[src/rtl/alu_seq_md_pkg.sv]
// Shared definitions for the sequential ALU: base op codes, M-extension funct3 codes,
// default op width and FSM state encodings.
package alu_seq_md_pkg;

    localparam int OP_W_DEFAULT = 5;

    typedef enum logic [3:0] {
        ALU_ADD  = 4'd0,
        ALU_SUB  = 4'd1,
        ALU_AND  = 4'd2,
        ALU_OR   = 4'd3,
        ALU_XOR  = 4'd4,
        ALU_SLL  = 4'd5,
        ALU_SRL  = 4'd6,
        ALU_SRA  = 4'd7,
        ALU_SLT  = 4'd8,
        ALU_SLTU = 4'd9
    } alu_op_e;

    typedef enum logic [2:0] {
        MD_MUL    = 3'd0,
        MD_MULH   = 3'd1,
        MD_MULHSU = 3'd2,
        MD_MULHU  = 3'd3,
        MD_DIV    = 3'd4,
        MD_DIVU   = 3'd5,
        MD_REM    = 3'd6,
        MD_REMU   = 3'd7
    } md_op_e;

    typedef enum logic [1:0] {
        ST_IDLE = 2'd0,
        ST_BUSY = 2'd1,
        ST_DONE = 2'd2
    } state_e;

    // Which operands an M op treats as two's-complement.
    function automatic logic md_a_signed(input logic [2:0] f);
        return (f == MD_MULH) || (f == MD_MULHSU) || (f == MD_DIV) || (f == MD_REM);
    endfunction

    function automatic logic md_b_signed(input logic [2:0] f);
        return (f == MD_MULH) || (f == MD_DIV) || (f == MD_REM);
    endfunction

endpackage

[src/rtl/alu_seq_md_muldiv.sv]
// Iterative multiply/divide datapath: shift-add multiply and restoring divide on operand
// magnitudes, one bit per cycle, with the sign applied to the final result.
module alu_muldiv_iter
    import alu_seq_md_pkg::*;
#(
    parameter int XLEN = 32
) (
    input  logic            clk,
    input  logic            rst_n,
    input  logic            start_i,
    input  logic            kill_i,
    input  logic [2:0]      op_i,
    input  logic [XLEN-1:0] a_i,
    input  logic [XLEN-1:0] b_i,
    output logic            busy_o,
    output logic            done_o,
    output logic [XLEN-1:0] result_o
);

    localparam int CNT_W = $clog2(XLEN);

    logic [2:0]        op_q;
    logic [XLEN-1:0]   acc_q, acc_d;
    logic [XLEN-1:0]   lo_q, lo_d;
    logic [XLEN-1:0]   opd_q;
    logic              neg_q;
    logic [CNT_W-1:0]  cnt_q;
    logic              busy_q;

    logic              a_neg, b_neg;
    logic [XLEN-1:0]   a_mag, b_mag;
    logic [XLEN:0]     sum, rsh, diff;
    logic [2*XLEN-1:0] prod, prod_s;
    logic [XLEN-1:0]   quo_s, rem_s;
    logic              last;

    always_comb begin
        a_neg = md_a_signed(op_i) && a_i[XLEN-1];
        b_neg = md_b_signed(op_i) && b_i[XLEN-1];
        a_mag = a_neg ? -a_i : a_i;
        b_mag = b_neg ? -b_i : b_i;
    end

    // acc/lo hold the product high/low halves for multiply, remainder/quotient for divide.
    always_comb begin
        sum  = {1'b0, acc_q} + (lo_q[0] ? {1'b0, opd_q} : '0);
        rsh  = {acc_q, lo_q[XLEN-1]};
        diff = rsh - {1'b0, opd_q};
        if (op_q[2]) begin
            if (rsh >= {1'b0, opd_q}) begin
                acc_d = diff[XLEN-1:0];
                lo_d  = {lo_q[XLEN-2:0], 1'b1};
            end else begin
                acc_d = rsh[XLEN-1:0];
                lo_d  = {lo_q[XLEN-2:0], 1'b0};
            end
        end else begin
            acc_d = sum[XLEN:1];
            lo_d  = {sum[0], lo_q[XLEN-1:1]};
        end
    end

    // The result is taken straight from the final iteration so it is ready on the done cycle.
    always_comb begin
        last   = busy_q && (cnt_q == CNT_W'(XLEN-1));
        prod   = {acc_d, lo_d};
        prod_s = neg_q ? -prod : prod;
        quo_s  = neg_q ? -lo_d : lo_d;
        rem_s  = neg_q ? -acc_d : acc_d;
        if (op_q[2]) begin
            result_o = op_q[1] ? rem_s : quo_s;
        end else if (op_q == MD_MUL) begin
            result_o = prod_s[XLEN-1:0];
        end else begin
            result_o = prod_s[2*XLEN-1:XLEN];
        end
    end

    always_ff @(posedge clk or negedge rst_n) begin
        if (!rst_n) begin
            op_q   <= '0;
            acc_q  <= '0;
            lo_q   <= '0;
            opd_q  <= '0;
            neg_q  <= 1'b0;
            cnt_q  <= '0;
            busy_q <= 1'b0;
        end else if (kill_i) begin
            busy_q <= 1'b0;
        end else if (start_i) begin
            op_q   <= op_i;
            acc_q  <= '0;
            cnt_q  <= '0;
            busy_q <= 1'b1;
            if (op_i[2]) begin
                lo_q  <= a_mag;
                opd_q <= b_mag;
                // Divide by zero keeps the all-ones quotient unsigned; remainder follows the dividend.
                neg_q <= op_i[1] ? a_neg : ((a_neg ^ b_neg) && (b_i != '0));
            end else begin
                lo_q  <= b_mag;
                opd_q <= a_mag;
                neg_q <= a_neg ^ b_neg;
            end
        end else if (busy_q) begin
            acc_q <= acc_d;
            lo_q  <= lo_d;
            if (last) begin
                busy_q <= 1'b0;
            end else begin
                cnt_q <= cnt_q + CNT_W'(1);
            end
        end
    end

    assign busy_o = busy_q;
    assign done_o = last;

endmodule

[src/rtl/alu_seq_md.sv]
// Sequential ALU with RV32M support behind a valid/ready handshake: base ops complete in one
// cycle, M ops run on the iterative mul/div datapath.
module alu_seq_md
    import alu_seq_md_pkg::*;
#(
    parameter int XLEN = 32,
    parameter int OP_W = OP_W_DEFAULT
) (
    input  logic            clk,
    input  logic            rst_n,
    input  logic            in_valid,
    output logic            in_ready,
    input  logic [OP_W-1:0] op,
    input  logic [XLEN-1:0] src_a,
    input  logic [XLEN-1:0] src_b,
    input  logic            kill,
    output logic            out_valid,
    input  logic            out_ready,
    output logic [XLEN-1:0] result,
    output logic            zero_flag,
    output logic            negative_flag,
    output logic            carry_flag,
    output logic            overflow_flag
);

    localparam int SHW = $clog2(XLEN);

    state_e          state_q, state_d;
    logic [XLEN-1:0] result_q, result_d;
    logic            zero_q, zero_d, neg_q, neg_d, carry_q, carry_d, ovf_q, ovf_d;
    logic            start_md, load_base, load_md;
    logic            md_busy, md_done;
    logic [XLEN-1:0] md_res;

    logic [XLEN-1:0] alu_res;
    logic            alu_c, alu_v;
    logic [XLEN:0]   add_full, sub_full;
    logic [SHW-1:0]  shamt;

    alu_muldiv_iter #(.XLEN(XLEN)) u_muldiv (
        .clk      (clk),
        .rst_n    (rst_n),
        .start_i  (start_md),
        .kill_i   (kill),
        .op_i     (op[2:0]),
        .a_i      (src_a),
        .b_i      (src_b),
        .busy_o   (md_busy),
        .done_o   (md_done),
        .result_o (md_res)
    );

    always_comb begin
        add_full = {1'b0, src_a} + {1'b0, src_b};
        sub_full = {1'b0, src_a} - {1'b0, src_b};
        shamt    = src_b[SHW-1:0];
        alu_res  = '0;
        alu_c    = 1'b0;
        alu_v    = 1'b0;
        case (op[3:0])
            ALU_ADD: begin
                alu_res = add_full[XLEN-1:0];
                alu_c   = add_full[XLEN];
                alu_v   = (src_a[XLEN-1] == src_b[XLEN-1]) && (alu_res[XLEN-1] != src_a[XLEN-1]);
            end
            ALU_SUB: begin
                alu_res = sub_full[XLEN-1:0];
                alu_c   = ~sub_full[XLEN];
                alu_v   = (src_a[XLEN-1] != src_b[XLEN-1]) && (alu_res[XLEN-1] != src_a[XLEN-1]);
            end
            ALU_AND:  alu_res = src_a & src_b;
            ALU_OR:   alu_res = src_a | src_b;
            ALU_XOR:  alu_res = src_a ^ src_b;
            ALU_SLL:  alu_res = src_a << shamt;
            ALU_SRL:  alu_res = src_a >> shamt;
            ALU_SRA:  alu_res = $signed(src_a) >>> shamt;
            ALU_SLT:  alu_res = {{(XLEN-1){1'b0}}, ($signed(src_a) < $signed(src_b))};
            ALU_SLTU: alu_res = {{(XLEN-1){1'b0}}, (src_a < src_b)};
            default:  ;
        endcase
    end

    // A kill in any state drops straight to IDLE and also blocks acceptance in IDLE.
    always_comb begin
        state_d   = state_q;
        start_md  = 1'b0;
        load_base = 1'b0;
        load_md   = 1'b0;
        case (state_q)
            ST_IDLE: begin
                if (in_valid && in_ready && !kill) begin
                    if (op[OP_W-1]) begin
                        state_d  = ST_BUSY;
                        start_md = 1'b1;
                    end else begin
                        state_d   = ST_DONE;
                        load_base = 1'b1;
                    end
                end
            end
            ST_BUSY: begin
                if (kill) begin
                    state_d = ST_IDLE;
                end else if (md_done) begin
                    state_d = ST_DONE;
                    load_md = 1'b1;
                end
            end
            ST_DONE: begin
                if (kill || out_ready) begin
                    state_d = ST_IDLE;
                end
            end
            default: state_d = ST_IDLE;
        endcase
    end

    always_comb begin
        result_d = result_q;
        zero_d   = zero_q;
        neg_d    = neg_q;
        carry_d  = carry_q;
        ovf_d    = ovf_q;
        if (load_base) begin
            result_d = alu_res;
            zero_d   = (alu_res == '0);
            neg_d    = alu_res[XLEN-1];
            carry_d  = alu_c;
            ovf_d    = alu_v;
        end else if (load_md) begin
            result_d = md_res;
            zero_d   = (md_res == '0);
            neg_d    = md_res[XLEN-1];
            carry_d  = 1'b0;
            ovf_d    = 1'b0;
        end
    end

    always_ff @(posedge clk or negedge rst_n) begin
        if (!rst_n) begin
            state_q  <= ST_IDLE;
            result_q <= '0;
            zero_q   <= 1'b0;
            neg_q    <= 1'b0;
            carry_q  <= 1'b0;
            ovf_q    <= 1'b0;
        end else begin
            state_q  <= state_d;
            result_q <= result_d;
            zero_q   <= zero_d;
            neg_q    <= neg_d;
            carry_q  <= carry_d;
            ovf_q    <= ovf_d;
        end
    end

    assign in_ready      = (state_q == ST_IDLE) && !md_busy;
    assign out_valid     = (state_q == ST_DONE);
    assign result        = result_q;
    assign zero_flag     = zero_q;
    assign negative_flag = neg_q;
    assign carry_flag    = carry_q;
    assign overflow_flag = ovf_q;

endmodule

[config.mk]
export PLATFORM = sky130hd
export DESIGN_NAME = alu_seq_md
export DESIGN_NICKNAME = d
export VERILOG_FILES = /design/src/rtl/alu_seq_md_pkg.sv /design/src/rtl/alu_seq_md_muldiv.sv /design/src/rtl/alu_seq_md.sv
export SDC_FILE = /design/constraint.sdc
export NUM_CORES = 1
export LEC_CHECK = 0
export CORE_MARGIN = 3
export CORE_UTILIZATION = 40
export DETAILED_ROUTE_END_ITERATION = 6
export PLACE_DENSITY = 0.63
export SYNTH_ARGS = -nofsm -noshare
export SYNTH_HDL_FRONTEND = slang
export SYNTH_HIERARCHICAL = 1
export SYNTH_SLANG_ARGS = --single-unit
[constraint.sdc]
create_clock -name clk -period 17.6 [get_ports clk]
set_clock_uncertainty 0.1 [all_clocks]
set_input_delay 2.64 -clock clk [delete_from_list [all_inputs] [get_ports clk]]
set_output_delay 2.64 -clock clk [all_outputs]
set_load 0.05 [all_outputs]
# ---- Word level (Yosys, flattened, before mapping)
# Index checks and enable logic that the tools add are counted.
dict set report word_totals {
  regBits 144
}
dict set report op_classes {
  n_shift 3
  reduce_logical 29
  bitwise 6
  magnitude_cmp 3
  muxes 55
  n_eq_ne 24
  n_addsub 10
}
# operator n
set ops {}
lappend ops {{two-way mux 32 bit} 19}
lappend ops {{one-hot mux 32 bit (10 select lines)} 1}
lappend ops {{negation 32 bit} 4}
lappend ops {{adder 32 x 32 -> 33 bit} 2}
lappend ops {{zero test 32 bit} 2}
lappend ops {{< comparator 32 bit} 2}
lappend ops {{two-way mux 64 bit} 1}
lappend ops {{negation 64 bit} 1}
lappend ops {{greater-or-equal comparator 33 x 32 -> 1 bit} 1}
lappend ops {{subtractor 32 x 32 -> 33 bit} 1}
lappend ops {{bitwise AND 32 bit} 1}
lappend ops {{OR 32 bit} 1}
lappend ops {{nonzero test 32 bit} 1}
lappend ops {{<< shifter 32 x 5 -> 32 bit} 1}
lappend ops {{>> shifter 32 x 5 -> 32 bit} 1}
lappend ops {{>>> shifter 32 x 5 -> 32 bit} 1}
lappend ops {{subtractor 32 bit} 1}
lappend ops {{bitwise XOR 32 bit} 1}
lappend ops {{two-way mux 1 bit} 23}
lappend ops {{== test 4 x 3 -> 1 bit (second input constant)} 4}
lappend ops {{two-way mux 5 bit} 3}
lappend ops {{two-way mux 2 bit} 5}
lappend ops {{logical AND 1 bit} 9}
lappend ops {{== test 4 x 2 -> 1 bit (second input constant)} 2}
lappend ops {{other kinds (26)} 42}

# ---- Depth between registers and ports, before layout
dict set report depth {
  ltp_word 10
  mapped_depth 31
}

# ---- Hierarchy
# The synthesis kept the hierarchy.
# mod area_each_um2 n_inst seq_area_each_um2 cells_per_inst
set by_module_without_submodules {}
lappend by_module_without_submodules {alu_muldiv_iter 14475.1 1 2652.5 2017}
lappend by_module_without_submodules {alu_seq_md 12130.4 1 925.9 1660}

# ---- Worst setup path after synthesis
# OpenSTA, ideal clock, no wires.
dict set report synth_path {
  path_type {input to register}
  startpoint {in src_b[2]}
  endpoint {reg zero_q, in the netlist zero_flag}
  stages 16
  arrival_time_ps 6187
  slack_ps 11192
  required_time_ps 17379
  path_buffers 3
  setup_time_ps 121
  path_cell_list {buf_2 > inv_1 > buf_1 > clkbuf_1 > ha_1 > o211ai_1 > o21ai_1 > a311oi_1 > a211oi_1 > a2111oi_0 > a2111oi_2 > nor4b_1 > or3_1 > nor4_1 > and3_1 > a32o_2}
}
dict set report synth_via {
  elab_chain_len 4
  elab_cells_between_ends 13
  cone_classes {add/sub (2); order compare (2); shift (3); mux (2); bitwise (3); reduce/logical (1)}
}
# element line_no
set synth_lines {}
lappend synth_lines {{start, declared} alu_seq_md.sv:15} ;# input logic [XLEN-1:0] src_b,
lappend synth_lines {{subtractor 32 x 32 -> 33 bit (tied with other cells)} alu_seq_md.sv:55} ;# sub_full = {1'b0, src_a} - {1'b0, src_b};
lappend synth_lines {{one-hot mux 32 bit (10 select lines) *} alu_seq_md.sv:60} ;# case (op[3:0])
lappend synth_lines {{zero test 32 bit *} alu_seq_md.sv:126} ;# zero_d = (alu_res == '0);
lappend synth_lines {{two-way mux 1 bit *} alu_seq_md.sv:124} ;# if (load_base) begin
lappend synth_lines {{end signal, assigned} alu_seq_md.sv:150} ;# zero_q <= zero_d;
lappend synth_lines {{end, declared} alu_seq_md.sv:30} ;# logic zero_q, zero_d, neg_q, neg_d, carry_q, carry_d, ovf_q, ovf_d;
# Every way passes the cells marked *; elsewhere a longest branch is shown, timed or not.
# A chain may end at the register's enable or synchronous reset.

# ---- Worst setup path in the final report
dict set report layout_path {
  startpoint {reg u_muldiv.lo_q[31]}
  endpoint {reg zero_q, in the netlist zero_flag}
}
dict set report layout_via {
  elab_chain_len 10
  elab_cells_between_ends 18
  cone_classes {add/sub (4); order compare (1); mux (12); reduce/logical (1)}
}
# element line_no
set layout_lines {}
lappend layout_lines {{start, declared} alu_seq_md_muldiv.sv:24} ;# logic [XLEN-1:0] lo_q, lo_d;
lappend layout_lines {{start signal, assigned} alu_seq_md_muldiv.sv:96} ;# lo_q <= a_mag;
lappend layout_lines {{start signal, assigned} alu_seq_md_muldiv.sv:101} ;# lo_q <= b_mag;
lappend layout_lines {{start signal, assigned} alu_seq_md_muldiv.sv:107} ;# lo_q <= lo_d;
lappend layout_lines {{subtractor 32 bit / greater-or-equal comparator 33 x 32 -> 1 bit (equally long branches)} {alu_seq_md_muldiv.sv:48, alu_seq_md_muldiv.sv:50}}
lappend layout_lines {{two-way mux 32 bit / two-way mux 1 bit (equally long branches)} alu_seq_md_muldiv.sv:50} ;# if (rsh >= {1'b0, opd_q}) begin
lappend layout_lines {{two-way mux 32 bit} alu_seq_md_muldiv.sv:49} ;# if (op_q[2]) begin
lappend layout_lines {{negation 64 bit (tied with other cells)} alu_seq_md_muldiv.sv:67} ;# prod_s = neg_q ? -prod : prod;
lappend layout_lines {{two-way mux 64 bit (tied with other cells)} alu_seq_md_muldiv.sv:67}
lappend layout_lines {{two-way mux 32 bit, on equally long branches} {alu_seq_md_muldiv.sv:72, alu_seq_md_muldiv.sv:71}}
lappend layout_lines {{two-way mux 32 bit *} alu_seq_md_muldiv.sv:70} ;# if (op_q[2]) begin
lappend layout_lines {{net md_res[14]} alu_seq_md.sv:33} ;# logic [XLEN-1:0] md_res;
lappend layout_lines {{zero test 32 bit *} alu_seq_md.sv:132} ;# zero_d = (md_res == '0);
lappend layout_lines {{two-way mux 1 bit *} alu_seq_md.sv:130} ;# end else if (load_md) begin
lappend layout_lines {{two-way mux 1 bit *} alu_seq_md.sv:124}
# Mark *: on every way through the listed nets, which the timed path passes. The rest lies on a longest branch. The select of a mux whose other input is x is not followed.

==> results_dict.tcl <==
set metrics [dict create \
    layout_commonest_cell "nand2_1" \
    rsz0062_at_grt "no" \
    n_fill_cell 6821 \
    critPathMaxStageDelay_ps 970 \
    dp_cells 4455 \
    grt_start_max_net_pins 103 \
    synth_top_area_frac 0.1345 \
    die_x_um 263.9 \
    drt-total-wl_um 130700 \
    dieArea_mm2 0.06964 \
    io_buffers 111 \
    syn-num-nets 3930 \
    drt-pass1-iter-count 6 \
    nets 3872 \
    hold_depth 2 \
    r2r.worst_path.cells 21 \
    clockRootBuffer "clkbuf_16" \
    synth.avg_cell_area_um2 7.236 \
    cp_cell_sequence "inv_1 -> ha_1 -> nor2b_1 -> o2111ai_1 -> a21o_1 -> o211ai_1 -> and3_1 -> nor2_4 -> a311oi_4 -> ha_1 -> a21bo_2 -> nor4_2 -> nand4_1 -> o21ai_0 -> xor2_1 -> a21oi_1 -> nor4_1 -> nand4_1 -> nor2_1 -> mux2_2 -> a32o_2" \
    status "complete, no violations" \
    r2r_end "zero_flag" \
    yosys.area.top_type "dfrtp_1" \
    grt_antenna_before_repair 3 \
    critPathTopFamily "compound AO/OA/AOI/OAI gates" \
    peakVddDrop_mv 0.07659 \
    r2r-start "u_muldiv/lo_q[31]" \
    drive_above_1_share 0.08040 \
    reg2reg_slack_ps 9580 \
    hold_viol_final 0 \
    viasPerCell 6.791 \
    start_util 0.4083 \
    fmax_mhz 124.7 \
    die_height_um 263.9 \
    endpoint_kind "flip-flop" \
    dp_hpwl_um 101700 \
    leakage_nw 11.63 \
    async_flop_share 1.000 \
    hold_class "flip-flop to flip-flop" \
    cts_buffers 17 \
    synth_area_leaders "dfrtp_1 (13%), ha_1 (8.2%), a21oi_1 (5.7%)" \
    clock_latency_ps 470 \
    cp.required_ps 17860 \
    synth_cells 3677 \
    fin_tns_setup_ps 0 \
    slew_headroom 0.2313 \
    htree_levels 4 \
    crit_end "zero_flag" \
    cp_data_arrival_time_ps 8270 \
    maxCapViolations 0 \
    coreArea_mm2 0.06516 \
    grt_use_total 0.3597 \
    area_growth_pct 8.140 \
    final-setup-viol-count 0 \
    power_mw 3.936 \
    path_max_fanout 19 \
    cp_num_buf_inv 1 \
    rows 93 \
    critPathLaunch "u_muldiv/lo_q[31]" \
    io-pin-count 112 \
    finalNonFillerCells 4488 \
    synth_edf_count 0 \
    drc_errors 0 \
    syn_area_mm2 0.02661 \
    finalCritPeriodShare 0.4555 \
    worst_slack_ps 9583 \
    grt_overflow_total 0 \
    slowest_stage "and3_1" \
    cts.clk_slew.worst_paths_ps 70 \
    clkSinkCount 143 \
    worst_pin_slew_ps 1153 \
    yosys_warnings 6 \
    path_class "flip-flop to flip-flop" \
    finalCriticalPeriod_ps 8017 \
    place_ws_ps 9647 \
    cts_max_path_buffers 2 \
    cellPowerDensity_mw_per_mm2 136.8 \
    hold_buffers 0 \
    final_antenna_net_count 0 \
    worst-path-stages 21 \
    grt_pass1_wl_um 191600 \
    seq_area_frac_synth 0.1345 \
    synth_cell_types 121 \
    wire_per_inst_um 29.12 \
    grt_pass1_vias 28820 \
    mostFrequentLayoutCells "nand2_1 (394), nor2_1 (310), a21oi_1 (302)" \
    postCtsSetupBuffers 0 \
    drtIter0Drc 3780 \
    globalplace.congestion 1.072 \
    slew_violations 0 \
    cts_tree "done" \
    worstSetupStartpointType "flip-flop" \
    ys_seq_elements 143 \
    cts_resized 0 \
    synthFlopType "dfrtp_1" \
    vias 30480 \
    final_core_util 0.4415 \
]
-- how the worst min path moves through the flow --
stage                            from           endpoint  slack (ps)
floorplan           u_muldiv/cnt_q[4]  u_muldiv/cnt_q[4]         350
global placement    u_muldiv/cnt_q[4]  u_muldiv/cnt_q[4]         360
detailed placement  u_muldiv/cnt_q[4]  u_muldiv/cnt_q[4]         370
CTS                 u_muldiv/cnt_q[4]  u_muldiv/cnt_q[4]         380
global route               result[14]         result[14]         430
finish              u_muldiv/cnt_q[4]  u_muldiv/cnt_q[4]         380
-- worst reg2reg max path, stage by stage, from the launching register on --
cell       delay (ps)
dfrtp_1           560
inv_1             290
ha_1              300
nor2b_1           170
o2111ai_1         170
a21o_1            280
o211ai_1          300
and3_1            970
nor2_4            350
a311oi_4          630
ha_1              340
a21bo_2           280
nor4_2            370
nand4_1           580
o21ai_0           430
xor2_1            110
a21oi_1           700
nor4_1            140
nand4_1           250
nor2_1            120
mux2_2            280
a32o_2            210
-- state kept, by name, summed over array words and instances (netlist names), 2 cells and up --
signal	count
u_muldiv/opd_q	32
state_q	2
u_muldiv/op_q	3
u_muldiv/cnt_q	5
result	32
u_muldiv/lo_q	32
u_muldiv/acc_q	32
-- per-layer routing --
layer | vias up | global-route usage | wire, um
met5 | - | 0 | 0
met4 | 0 | 0.2533 | 11060
met3 | 479 | 0.06724 | 12070
met2 | 1781 | 0.5796 | 58250
met1 | 14600 | 0.4319 | 49330
li1 | 13620 | - | -
-- report_power, final --
part | total, mW | switching (mW) | internal [mW]
Sequential | 0.567 | 0.135 | 0.432
Clock | 0.363 | 0.166 | 0.197
Combinational | 3.01 | 1.99 | 1.01
-- final cells by class --
type	instances	area, um2	share of cell area
Antenna cell	1	2.502	0.00008698
Clock buffer	19	432.9	0.01505
Clock inverter	13	130.1	0.004523
Inverter	167	626.9	0.02179
Multi-Input combinational cell	3111	21330	0.7413
Sequential cell	143	3583	0.1245
Tap cell	855	1070	0.03718
Timing Repair Buffer	179	1598	0.05553
-- synth_stat cells, types with 24 or more instances --
cell and instances:
a21o_1 41, and3_1 26, nor2b_1 53, nor3_1 98
nand2_1 394, clkbuf_1 164, xor2_1 71, o31ai_1 38
and2_1 63, a211oi_1 53, dfrtp_1 143, a21oi_1 302
xnor2_1 115, a31oi_1 34, o21ai_0 275, a221oi_1 24
buf_1 31, nand4_1 48, inv_1 164, o211ai_1 87
or3_1 26, nor4_1 39, buf_2 44, o221ai_1 38
nand3_1 75, a22oi_1 56, o21a_1 29, mux4_2 44
nor2_1 312, mux2i_1 104, nand2b_1 35, ha_1 175
mux2_2 42, o22ai_1 49
-- cell families (layout without fill, tap and decap cells) --
kind of cell	count (synthesis)	after routing	synth area share
DFF	143	143	0.1345
buffers and inverters	423	378	0.06626
other	0	1	0
xor gates and xnor gates	186	186	0.06123
adders and majority gates	179	179	0.08531
and+or+nand+nor	1274	1274	0.2349
AOI/OAI and AO/OA	1276	1276	0.3204
muxes	196	196	0.09749
-- stage by stage --
stage / cell area [um2] / hold WS [ps]
after CTS: 28770 / 382.7
after global placement: 28210 / 363.4
final: 28770 / 377.6
after global routing: 28770 / 430.8
after floorplan: 26610 / 345.3
after detailed placement: 28210 / 366.5
Note: power is estimated with default switching activity, not from simulation.
